File: src/rtl/midi_voice_allocator_if.sv
// midi_voice_allocator_if: note-event handshake between the MIDI parser and the voice allocator
interface midi_voice_allocator_if #(
    parameter int NOTE_BITS = 7
) ();
    logic                 ev_valid;
    logic                 ev_ready;
    logic                 ev_note_on;
    logic [NOTE_BITS-1:0] ev_note;

    modport master (output ev_valid, output ev_note_on, output ev_note, input ev_ready);
    modport slave  (input ev_valid, input ev_note_on, input ev_note, output ev_ready);
endinterface

File: src/rtl/midi_voice_allocator.sv
// midi_voice_allocator: assigns note events to voices by same-note reuse, lowest free voice, then LRU steal
module midi_voice_allocator #(
    parameter int NUM_VOICES = 4,
    parameter int NOTE_BITS  = 7
) (
    input  logic                            clk,
    input  logic                            rst_n,
    midi_voice_allocator_if.slave           ev,
    input  logic                            all_notes_off_i,
    output logic [NUM_VOICES-1:0]           voice_gate_o,
    output logic [NUM_VOICES*NOTE_BITS-1:0] voice_note_o,
    output logic [NUM_VOICES-1:0]           voice_trig_o,
    output logic                            busy_o
);
    localparam int IW = $clog2(NUM_VOICES);

    typedef enum logic [1:0] {IDLE, SEARCH, APPLY} state_t;

    state_t               state_q, state_d;
    logic                 ready_q, ready_d;
    logic                 on_q, on_d;
    logic [NOTE_BITS-1:0] note_q, note_d;
    logic [IW-1:0]        idx_q, idx_d;
    logic                 match_ok_q, match_ok_d;
    logic [IW-1:0]        match_q, match_d;
    logic                 free_ok_q, free_ok_d;
    logic [IW-1:0]        free_q, free_d;
    logic [IW-1:0]        oldest_q, oldest_d;
    logic [IW-1:0]        tgt;
    logic [NUM_VOICES-1:0] gate_q, gate_d;
    logic [NUM_VOICES-1:0] trig_q, trig_d;
    logic [NOTE_BITS-1:0] vnote_q [NUM_VOICES];
    logic [NOTE_BITS-1:0] vnote_d [NUM_VOICES];
    logic [IW-1:0]        age_q [NUM_VOICES];
    logic [IW-1:0]        age_d [NUM_VOICES];

    assign tgt          = match_ok_q ? match_q : free_ok_q ? free_q : oldest_q;
    assign ev.ev_ready  = ready_q;
    assign voice_gate_o = gate_q;
    assign voice_trig_o = trig_q;
    assign busy_o       = state_q != IDLE;

    for (genvar v = 0; v < NUM_VOICES; v++) begin : g_flat
        assign voice_note_o[v*NOTE_BITS +: NOTE_BITS] = vnote_q[v];
    end

    // Next-state: accept in IDLE, scan one voice per SEARCH cycle, commit in APPLY; panic overrides all
    always_comb begin
        state_d    = state_q;
        ready_d    = ready_q;
        on_d       = on_q;
        note_d     = note_q;
        idx_d      = idx_q;
        match_ok_d = match_ok_q;
        match_d    = match_q;
        free_ok_d  = free_ok_q;
        free_d     = free_q;
        oldest_d   = oldest_q;
        gate_d     = gate_q;
        trig_d     = '0;
        vnote_d    = vnote_q;
        age_d      = age_q;
        case (state_q)
            IDLE: begin
                if (!ready_q) begin
                    ready_d = 1'b1;
                end else if (ev.ev_valid) begin
                    ready_d    = 1'b0;
                    state_d    = SEARCH;
                    on_d       = ev.ev_note_on;
                    note_d     = ev.ev_note;
                    idx_d      = '0;
                    match_ok_d = 1'b0;
                    free_ok_d  = 1'b0;
                    oldest_d   = '0;
                end
            end
            SEARCH: begin
                if (!match_ok_q && gate_q[idx_q] && vnote_q[idx_q] == note_q) begin
                    match_ok_d = 1'b1;
                    match_d    = idx_q;
                end
                if (!free_ok_q && !gate_q[idx_q]) begin
                    free_ok_d = 1'b1;
                    free_d    = idx_q;
                end
                if (age_q[idx_q] == IW'(NUM_VOICES - 1))
                    oldest_d = idx_q;
                idx_d   = idx_q + IW'(1);
                state_d = idx_q == IW'(NUM_VOICES - 1) ? APPLY : SEARCH;
            end
            APPLY: begin
                state_d = IDLE;
                if (on_q) begin
                    gate_d[tgt]  = 1'b1;
                    vnote_d[tgt] = note_q;
                    trig_d[tgt]  = 1'b1;
                    for (int i = 0; i < NUM_VOICES; i++)
                        age_d[i] = IW'(i) == tgt ? '0 :
                                   age_q[i] < age_q[tgt] ? age_q[i] + IW'(1) : age_q[i];
                end else begin
                    for (int i = 0; i < NUM_VOICES; i++)
                        if (gate_q[i] && vnote_q[i] == note_q)
                            gate_d[i] = 1'b0;
                end
            end
            default: state_d = IDLE;
        endcase
        if (all_notes_off_i) begin
            gate_d  = '0;
            trig_d  = '0;
            state_d = IDLE;
            ready_d = 1'b1;
        end
    end

    // State and voice registers; ages restart as the identity permutation
    always_ff @(posedge clk or negedge rst_n) begin
        if (!rst_n) begin
            state_q    <= IDLE;
            ready_q    <= 1'b0;
            on_q       <= 1'b0;
            note_q     <= '0;
            idx_q      <= '0;
            match_ok_q <= 1'b0;
            match_q    <= '0;
            free_ok_q  <= 1'b0;
            free_q     <= '0;
            oldest_q   <= '0;
            gate_q     <= '0;
            trig_q     <= '0;
            for (int i = 0; i < NUM_VOICES; i++) begin
                vnote_q[i] <= '0;
                age_q[i]   <= IW'(i);
            end
        end else begin
            state_q    <= state_d;
            ready_q    <= ready_d;
            on_q       <= on_d;
            note_q     <= note_d;
            idx_q      <= idx_d;
            match_ok_q <= match_ok_d;
            match_q    <= match_d;
            free_ok_q  <= free_ok_d;
            free_q     <= free_d;
            oldest_q   <= oldest_d;
            gate_q     <= gate_d;
            trig_q     <= trig_d;
            vnote_q    <= vnote_d;
            age_q      <= age_d;
        end
    end
endmodule

File: src/flat_wrapper.sv
// flat-port wrapper written by rule: the top's interface ports become plain ports
module midi_voice_allocator_flat 
#(
    parameter int NUM_VOICES = 4,
    parameter int NOTE_BITS  = 7
)
  (clk, rst_n, all_notes_off_i, voice_gate_o, voice_note_o, voice_trig_o, busy_o, ev_ev_valid, ev_ev_note_on, ev_ev_note, ev_ev_ready);
  midi_voice_allocator_if #(.NOTE_BITS(NOTE_BITS)) ev_i ();
  input  logic clk;
  input  logic rst_n;
  input  logic all_notes_off_i;
  output logic [NUM_VOICES-1:0] voice_gate_o;
  output logic [NUM_VOICES*NOTE_BITS-1:0] voice_note_o;
  output logic [NUM_VOICES-1:0] voice_trig_o;
  output logic busy_o;
  input wire logic [$bits(ev_i.ev_valid)-1:0] ev_ev_valid;
  input wire logic [$bits(ev_i.ev_note_on)-1:0] ev_ev_note_on;
  input wire logic [$bits(ev_i.ev_note)-1:0] ev_ev_note;
  output wire logic [$bits(ev_i.ev_ready)-1:0] ev_ev_ready;
  assign ev_i.ev_valid = ev_ev_valid;
  assign ev_i.ev_note_on = ev_ev_note_on;
  assign ev_i.ev_note = ev_ev_note;
  assign ev_ev_ready = ev_i.ev_ready;
  midi_voice_allocator #(.NUM_VOICES(NUM_VOICES), .NOTE_BITS(NOTE_BITS)) u_core (.clk(clk), .rst_n(rst_n), .ev(ev_i), .all_notes_off_i(all_notes_off_i), .voice_gate_o(voice_gate_o), .voice_note_o(voice_note_o), .voice_trig_o(voice_trig_o), .busy_o(busy_o));
endmodule
File: config.mk
export PLATFORM = sky130hd
export DESIGN_NAME = midi_voice_allocator_flat
export DESIGN_NICKNAME = d
export VERILOG_FILES = /design/src/rtl/midi_voice_allocator_if.sv /design/src/rtl/midi_voice_allocator.sv /design/src/flat_wrapper.sv
export SDC_FILE = /design/constraint.sdc
export NUM_CORES = 1
export LEC_CHECK = 0
export BUFFER_PORTS_ARGS = -buffer_cell sky130_fd_sc_hd__buf_2
export CORE_UTILIZATION = 45
export DETAILED_ROUTE_END_ITERATION = 10
export PLACE_DENSITY = 0.68
export RECOVER_POWER = 50
export SLEW_MARGIN = 20
export SYNTH_ARGS = -nofsm -noshare
export SYNTH_HDL_FRONTEND = slang
export SYNTH_SLANG_ARGS = --single-unit
File: constraint.sdc
create_clock -name clk -period 1.94 [get_ports clk]
set_input_delay 0.291 -clock clk [delete_from_list [all_inputs] [get_ports clk]]
set_output_delay 0.291 -clock clk [all_outputs]
set_load 0.005 [all_outputs]
==> run_results.csv, run 1 <==
group,metric,value,unit
global_routing,antenna_violations_before_repair,0,
placed_design,globalplace.congestion,0.805,
worst_setup_path,reg2reg_slack,-0.28,ns
cells_and_area,stdcell_area,0.00479,sq mm
clock_tree,clockRootBuffer,"sky130_fd_sc_hd__clkbuf_8",
timing,timing.final.ws_setup,-0.276,ns
pwr,power.share.clock,0.266,
run_status,failed_checks,"negative setup slack",
timing,clock_skew,0.0161,ns
drt,totalWireLength,9290,um
drt,detail-route-antenna-nets,0,
worst_setup_path,crit_path_end_kind,"flop",
cells_and_area,insertedDiodeCount,0,
global_routing,groute.usage.overall,0.235,
cells_and_area,area_growth_syn_to_layout,36.8,%
timing,hold_violations,0,
drt,routed_via_density,5.54,
die,io_pins,50,
drt,firstDrtPassIters,4,
clock_tree,clk_pin_slew,0.08,ns
clock_tree,tritoncts,"done",
worst_setup_path,criticalPathCategory,"reg -> reg",
synth,synth_edf_count,0,
cells_and_area,fillerInstances,581,
synth,syn_area_per_cell,11.9,sq um
clock_tree,clock_insertion_delay_worst_skew,0.35,ns
synth,synth.most_common_cell,"sky130_fd_sc_hd__dfrtp_1",
timing,fin_crit_sh,1.14,
die,core_region_area,0.00737,sq mm
timing,slew-limit-headroom,0.398,
synth,mappedNetlistNets,306,
timing,timing.final.max_slew_violations,0,
global_routing,wire_length_of_the_first_global_routing_pass,14700,um
timing,rsz0062_at_grt,"yes",
cells_and_area,nets,425,
timing,worstMarginPinSlew,0.903,ns
timing,report.final.setup_viol,16,
worst_setup_path,crit_path_cell_chain,"buf_4 -> clkbuf_16 -> mux4_2 -> xor2_1 -> nor4_4 -> mux2_1",
die,fp.dieH,90.2,um
cells_and_area,fraction_of_final_layout_cells_with_drive_strength_greater_than_1,0.525,
synth,leading_post_synthesis_cells_by_cell_area,"sky130_fd_sc_hd__dfrtp_1 44%, sky130_fd_sc_hd__mux2_2 13%, sky130_fd_sc_hd__mux4_1 5.3%",
synth,ys_seq_area_frac,0.466,
synth,post_synth_num_cell_types,46,
synth,post-synth-top-area-fraction,0.436,
synth,syn-cell-area,0.00350,sq mm
drt,detailroute.via_count,2861,
placed_design,portBuffers,49,
worst_setup_path,cp_slowest_stage_delay,0.49,ns
worst_setup_path,path_buf_inv,2,
drt,detail_route.drc_violations,0,
global_routing,globalRouteOverflowTotal,0,
cells_and_area,area_of_combinational_cells_with_multiple_inputs,0.00194,sq mm
synth,ys.flop_type,"sky130_fd_sc_hd__dfrtp_1",
worst_setup_path,worstPathArrival,2.45,ns
die,area_of_the_die,0.00813,sq mm
worst_setup_path,slowest_stage,"sky130_fd_sc_hd__mux4_2",
die,start_util,0.475,
pwr,ir_drop,0.667,mV
clock_tree,clock_tree.buffer_depth,2,
die,die_w,90.2,um
job,cap_viol_max_count,0,
synth,synthCells,293,
timing,fmax,451,MHz
clock_tree,cts_htree_levels,3,
pwr,netSwitchingFraction,0.332,
worst_setup_path,critical-path-top-delay-family,"multiplexers",
pwr,seqPwrFrac,0.385,
synth,synth_seq_cells,65,
placed_design,post_dp_cell_area,0.00434,sq mm
cells_and_area,seqCellArea,0.00163,sq mm
synth,synth-warning-count,0,
hold_path,hold_class,"in -> reg",
pwr,power_switching,1480,uW
die,num_rows,31,
synth,synth_top_cell_by_area,"sky130_fd_sc_hd__dfrtp_1",
run_status,run_status,"finished with violations",
clock_tree,cts-buffers-inserted,9,
global_routing,first_global_vias,2914,
pwr,power_report.internal_total,2990,uW
drt,route.detailed.wl_per_inst,18.0,um
pwr,power.density_cell_area,933,mW/mm^2
worst_setup_path,path_max_fanout,5,
worst_setup_path,worst_endpoint_required_time,2.17,ns
clock_tree,cts.sink_count,65,
placed_design,dp_hpwl,6310,um
synth,synth_commonest_cells,"61 x sky130_fd_sc_hd__dfrtp_1, 40 x sky130_fd_sc_hd__mux2_2, 21 x sky130_fd_sc_hd__xnor2_1, 14 x sky130_fd_sc_hd__nor2_1, 14 x sky130_fd_sc_hd__xor2_1",
cells_and_area,utilization,0.650,
pwr,comb_power_share,0.349,
pwr,cellLeakagePower,0.00227,uW
timing,post_route_minimum_period,2.22,ns
worst_setup_path,cp-start-kind,"flop",
drt,detail_route.iter0.violations,123,
global_routing,grt_max_degree,66,
synth,asyncSetResetFlopFracSynth,1.00,
final timing paths:
| check | start | end | cells after the start |
|---|---|---|---|
| max reg2reg | u_core.idx_q[0] | u_core.match_q[0] | 6 |
| max in group asynchronous | rst_n | u_core.idx_q[0] | 3 |
| max | u_core.idx_q[0] | u_core.match_q[0] | 6 |
| min reg2reg | u_core.match_q[0] | u_core.match_q[0] | 1 |
| min | ev_ev_note[4] | u_core.note_q[4] | 2 |
| min in group asynchronous | rst_n | u_core.state_q[1] | 3 |
power by group through the flow:
stage / Sequential (uW) / Combinational, uW / Clock (uW)
final: 1720 / 1560 / 1190
after global routing: 1740 / 1680 / 1280
after floorplan: 1630 / 859 / 0
after CTS: 1700 / 1390 / 1200
after detailed placement: 1730 / 1320 / 0
after global placement: 1720 / 1290 / 0
layer usage:
metal	global-route usage	part of all wire	vias to the layer above
met4	0.106	0.040	0
li1	-	-	1306
met1	0.287	0.41	1431
met3	0.0668	0.048	34
met2	0.387	0.50	90
met5	0	0	-
logic make-up (layout without fill, tap and decap cells):
| family | count (synthesis) | count (layout) | share of synthesized area |
|---|---|---|---|
| mux | 57 | 57 | 0.219 |
| compound gates | 41 | 41 | 0.0794 |
| buf+inv | 18 | 142 | 0.0225 |
| fa+ha+maj | 1 | 1 | 0.00357 |
| simple gates | 76 | 76 | 0.122 |
| xor+xnor | 35 | 35 | 0.0876 |
| flops | 65 | 65 | 0.466 |
per-stage QoR:
stage | TNS (ns) | setup WS, ns | hold WS, ns | std cells | total power (uW)
final | -1.60 | -0.276 | 0.162 | 516 | 4470
after global routing | -2.63 | -0.371 | 0.143 | 516 | 4700
after CTS | -0.577 | -0.189 | 0.156 | 509 | 4290
after detailed placement | -1.89 | -0.186 | 0.339 | 490 | 3050
after global placement | -0.657 | -0.115 | 0.337 | 490 | 3010
after floorplan | -0.570 | -0.0448 | -0.00459 | 293 | 2490
sequential cells by signal, summed over array words and instances, names as in the netlist, 2 cells and up:
name and flops:
u_core.voice_note_o 28, u_core.age_q 8, u_core.note_q 7, u_core.voice_gate_o 4
u_core.voice_trig_o 4, u_core.free_q 2, u_core.idx_q 2, u_core.match_q 2
u_core.oldest_q 2, u_core.state_q 2
worst reg2reg max path: cells and delay by family (launching register included):
family        cells  cell delay [ns]
buf+inv           2             0.27
simple gates      1             0.41
xor+xnor          1             0.18
flops             1             0.40
mux               2             0.84
area by class of cell:
class,count,area share
Tap cell,99,0.0259
Multi-Input combinational cell,210,0.405
Inverter,2,0.00157
Clock buffer,10,0.0287
Sequential cell,65,0.341
Timing Repair Buffer,124,0.184
Clock inverter,6,0.0141
layout by cell type (no fill, tap or decap), types with 3 or more instances in the layout:
cell,synthesis,layout
sky130_fd_sc_hd__nand2_1,11,10
sky130_fd_sc_hd__nand3_1,7,7
sky130_fd_sc_hd__clkbuf_8,0,10
sky130_fd_sc_hd__xnor2_1,21,20
sky130_fd_sc_hd__buf_12,0,3
sky130_fd_sc_hd__o31ai_1,3,3
sky130_fd_sc_hd__buf_4,0,64
sky130_fd_sc_hd__dfstp_2,4,4
sky130_fd_sc_hd__buf_6,1,3
sky130_fd_sc_hd__xor2_1,14,14
sky130_fd_sc_hd__mux4_2,1,8
sky130_fd_sc_hd__nor4_1,5,5
sky130_fd_sc_hd__a31oi_1,4,3
sky130_fd_sc_hd__mux2_4,2,12
sky130_fd_sc_hd__nor3_1,10,8
sky130_fd_sc_hd__o21ai_0,9,9
sky130_fd_sc_hd__mux2_2,40,31
sky130_fd_sc_hd__nor3_4,0,3
sky130_fd_sc_hd__nor2_1,14,13
sky130_fd_sc_hd__nand2b_1,11,11
sky130_fd_sc_hd__a21oi_1,9,9
sky130_fd_sc_hd__a21o_1,3,3
sky130_fd_sc_hd__o221a_2,3,3
sky130_fd_sc_hd__nand4_1,5,5
sky130_fd_sc_hd__mux2i_4,0,4
sky130_fd_sc_hd__buf_2,3,49
sky130_fd_sc_hd__dfrtp_1,61,60
what timing repair did:
| item | in CTS | in global routing |
|---|---|---|
| endpoints found under the setup margin | 26 | 41 |
| cloned | 0 | 1 |
| hold buffers | 1 | 0 |
| resized for setup | 9 | 26 |
| pin swaps | 5 | 8 |
| setup buffers | 2 | 7 |
| hold endpoints to repair | 61 | 0 |
(Power assumes the default switching activity.)
==> run 2, diff against run 1 <==
--- a/config.mk
+++ b/config.mk
@@ -5,9 +5,9 @@
 export SDC_FILE = /design/constraint.sdc
 export NUM_CORES = 1
 export LEC_CHECK = 0
-export BUFFER_PORTS_ARGS = -buffer_cell sky130_fd_sc_hd__buf_2
-export CORE_UTILIZATION = 45
+export CORE_UTILIZATION = 50
 export DETAILED_ROUTE_END_ITERATION = 10
+export DONT_BUFFER_PORTS = 1
 export PLACE_DENSITY = 0.68
 export RECOVER_POWER = 50
 export SLEW_MARGIN = 20
==> run_results.csv, run 2 (synthesis gave the netlist of run 1 again) <==
group,metric,value,unit
timing,hold_violations,0,
drt,firstDrtPassIters,4,
global_routing,wire_length_of_the_first_global_routing_pass,14600,um
drt,route.top_layer_used,"met4",
timing,slew-limit-headroom,0.0195,
pwr,power_switching,1490,uW
global_routing,globalRouteOverflowTotal,0,
clock_tree,clockRootBuffer,"sky130_fd_sc_hd__clkbuf_8",
global_routing,first_global_vias,2752,
clock_tree,tritoncts,"done",
placed_design,portBuffers,0,
die,num_rows,30,
placed_design,dp_cells,432,
timing,fin_crit_sh,1.10,
worst_setup_path,path_max_fanout,5,
clock_tree,cts.sink_count,65,
placed_design,dp_hpwl,5960,um
drt,route.detailed.wl_per_inst,20.2,um
clock_tree,clock_insertion_delay_worst_skew,0.35,ns
cells_and_area,fillerInstances,514,
global_routing,groute.usage.overall,0.270,
pwr,ir_drop,0.638,mV
run_status,failed_checks,"negative setup slack",
die,start_util,0.515,
cells_and_area,most_frequent_standard_cell_in_the_layout_excluding_fill_and_tap_cells,"sky130_fd_sc_hd__dfrtp_1",
clock_tree,cts-buffers-inserted,9,
pwr,power_report.internal_total,3130,uW
worst_setup_path,criticalPathCategory,"reg -> reg",
worst_setup_path,worstPathArrival,2.36,ns
cells_and_area,largest_register_ffs,28,
drt,totalWireLength,9350,um
cells_and_area,area_of_combinational_cells_with_multiple_inputs,0.00194,sq mm
drt,met3RoutedLength,471,um
drt,met2RoutedLength,4990,um
die,area_of_the_die,0.00734,sq mm
pwr,netSwitchingFraction,0.322,
pwr,comb_power_share,0.349,
die,die_w,85.7,um
drt,detail_route.drc_violations,0,
run_status,run_status,"finished with violations",
timing,post_route_minimum_period,2.13,ns
timing,worstMarginPinSlew,1.47,ns
cells_and_area,area_growth_syn_to_layout,31.5,%
timing,fmax,470,MHz
cells_and_area,layout_common_cells,"60 x sky130_fd_sc_hd__dfrtp_1, 58 x sky130_fd_sc_hd__buf_4, 30 x sky130_fd_sc_hd__mux2_2",
die,fp.dieH,85.7,um
timing,clock_skew,0.00757,ns
clock_tree,clk_pin_slew,0.08,ns
hold_path,hold_class,"in -> reg",
global_routing,grt_max_degree,66,
global_routing,antenna_violations_before_repair,0,
timing,timing.final.max_slew_violations,0,
cells_and_area,stdcell_count,463,
timing,rsz0062_at_grt,"yes",
timing,setup-tns-final,-1.63,ns
drt,detail-route-antenna-nets,0,
worst_setup_path,worst_endpoint_required_time,2.17,ns
pwr,cellLeakagePower,0.00204,uW
clock_tree,clock_tree.buffer_depth,2,
die,core_region_area,0.00679,sq mm
worst_setup_path,crit_path_end_kind,"flop",
drt,detailroute.via_count,2667,
placed_design,globalplace.congestion,0.833,
job,cap_viol_max_count,0,
drt,m1WireLength,3670,um
die,io_pins,50,
drt,routed_via_density,5.76,
cells_and_area,fraction_of_final_layout_cells_with_drive_strength_greater_than_1,0.458,
pwr,power.density_cell_area,1000,mW/mm^2
timing,report.final.setup_viol,15,
timing,timing.final.ws_setup,-0.188,ns
pwr,power.share.clock,0.287,
cells_and_area,stdcell_area,0.00460,sq mm
pwr,seqPwrFrac,0.364,
worst_setup_path,cp-start-kind,"flop",
cells_and_area,insertedDiodeCount,0,
cells_and_area,seqCellArea,0.00163,sq mm
cells_and_area,nets,375,
clock_tree,cts_htree_levels,3,
placed_design,post_dp_cell_area,0.00404,sq mm
drt,detail_route.iter0.violations,171,
[run 2: critical path, cell delays in order (launching register included)]
cell and delay, ns:
sky130_fd_sc_hd__dfrtp_2 0.43, sky130_fd_sc_hd__buf_12 0.13, sky130_fd_sc_hd__mux4_2 0.50, sky130_fd_sc_hd__xnor2_1 0.17, sky130_fd_sc_hd__nand3_1 0.13, sky130_fd_sc_hd__nor4_4 0.29, sky130_fd_sc_hd__mux2_1 0.35
[run 2: final cells by class]
cell class	instances	share of cell area
Multi-Input combinational cell	210	0.421
Sequential cell	65	0.355
Timing Repair Buffer	74	0.147
Clock buffer	10	0.0299
Tap cell	96	0.0261
Clock inverter	6	0.0196
Inverter	2	0.00163
[run 2: worst paths after layout]
check,start,end,slack (ns),depth (start not counted)
setup / recovery,u_core.idx_q[0],u_core.match_q[0],-0.19,6
hold / removal,all_notes_off_i,u_core.ev.ev_ready,0.06,1
setup reg to reg,u_core.idx_q[0],u_core.match_q[0],-0.19,6
hold reg to reg,u_core.oldest_q[1],u_core.oldest_q[1],0.50,1
max in group asynchronous,rst_n,u_core.idx_q[0],0.04,2
min in group asynchronous,rst_n,u_core.voice_gate_o[1],0.89,2
[run 2: stage by stage]
| step | worst slack [ns] | utilization | power, uW | hold WS (ns) |
|---|---|---|---|---|
| 2_1_floorplan | -0.0448 | - | 2490 | -0.00459 |
| 3_3_place_gp | -0.118 | 0.595 | 2910 | -0.00266 |
| 3_5_place_dp | -0.190 | 0.595 | 2930 | -0.00288 |
| 4_1_cts | -0.168 | 0.653 | 4450 | 0.0397 |
| 5_1_grt | -0.289 | 0.677 | 4830 | 0.0335 |
| 6_report | -0.188 | 0.677 | 4610 | 0.0565 |
[run 2: per-layer routing]
| layer | vias to the layer above | global-route usage |
|---|---|---|
| li1 | 1202 | - |
| met1 | 1348 | 0.321 |
| met2 | 97 | 0.465 |
| met3 | 20 | 0.0924 |
| met4 | 0 | 0.0833 |
| met5 | - | 0 |
[run 2: power groups by stage]
stage               Clock, uW  Combinational (uW)  Sequential, uW
floorplan                   0                 859            1630
global placement            0                1220            1690
detailed placement          0                1240            1700
CTS                      1350                1430            1670
global route             1410                1710            1700
finish                   1320                1610            1680
[run 2: repair_timing]
| action | in CTS | in global routing |
|---|---|---|
| hold buffers | 3 | 0 |
| endpoints found under the setup margin | 19 | 42 |
| gates resized for setup | 19 | 19 |
| pin swaps | 3 | 8 |
| buffers inserted | 4 | 8 |
| hold endpoints to repair | 75 | 0 |
| cloned | 0 | 1 |
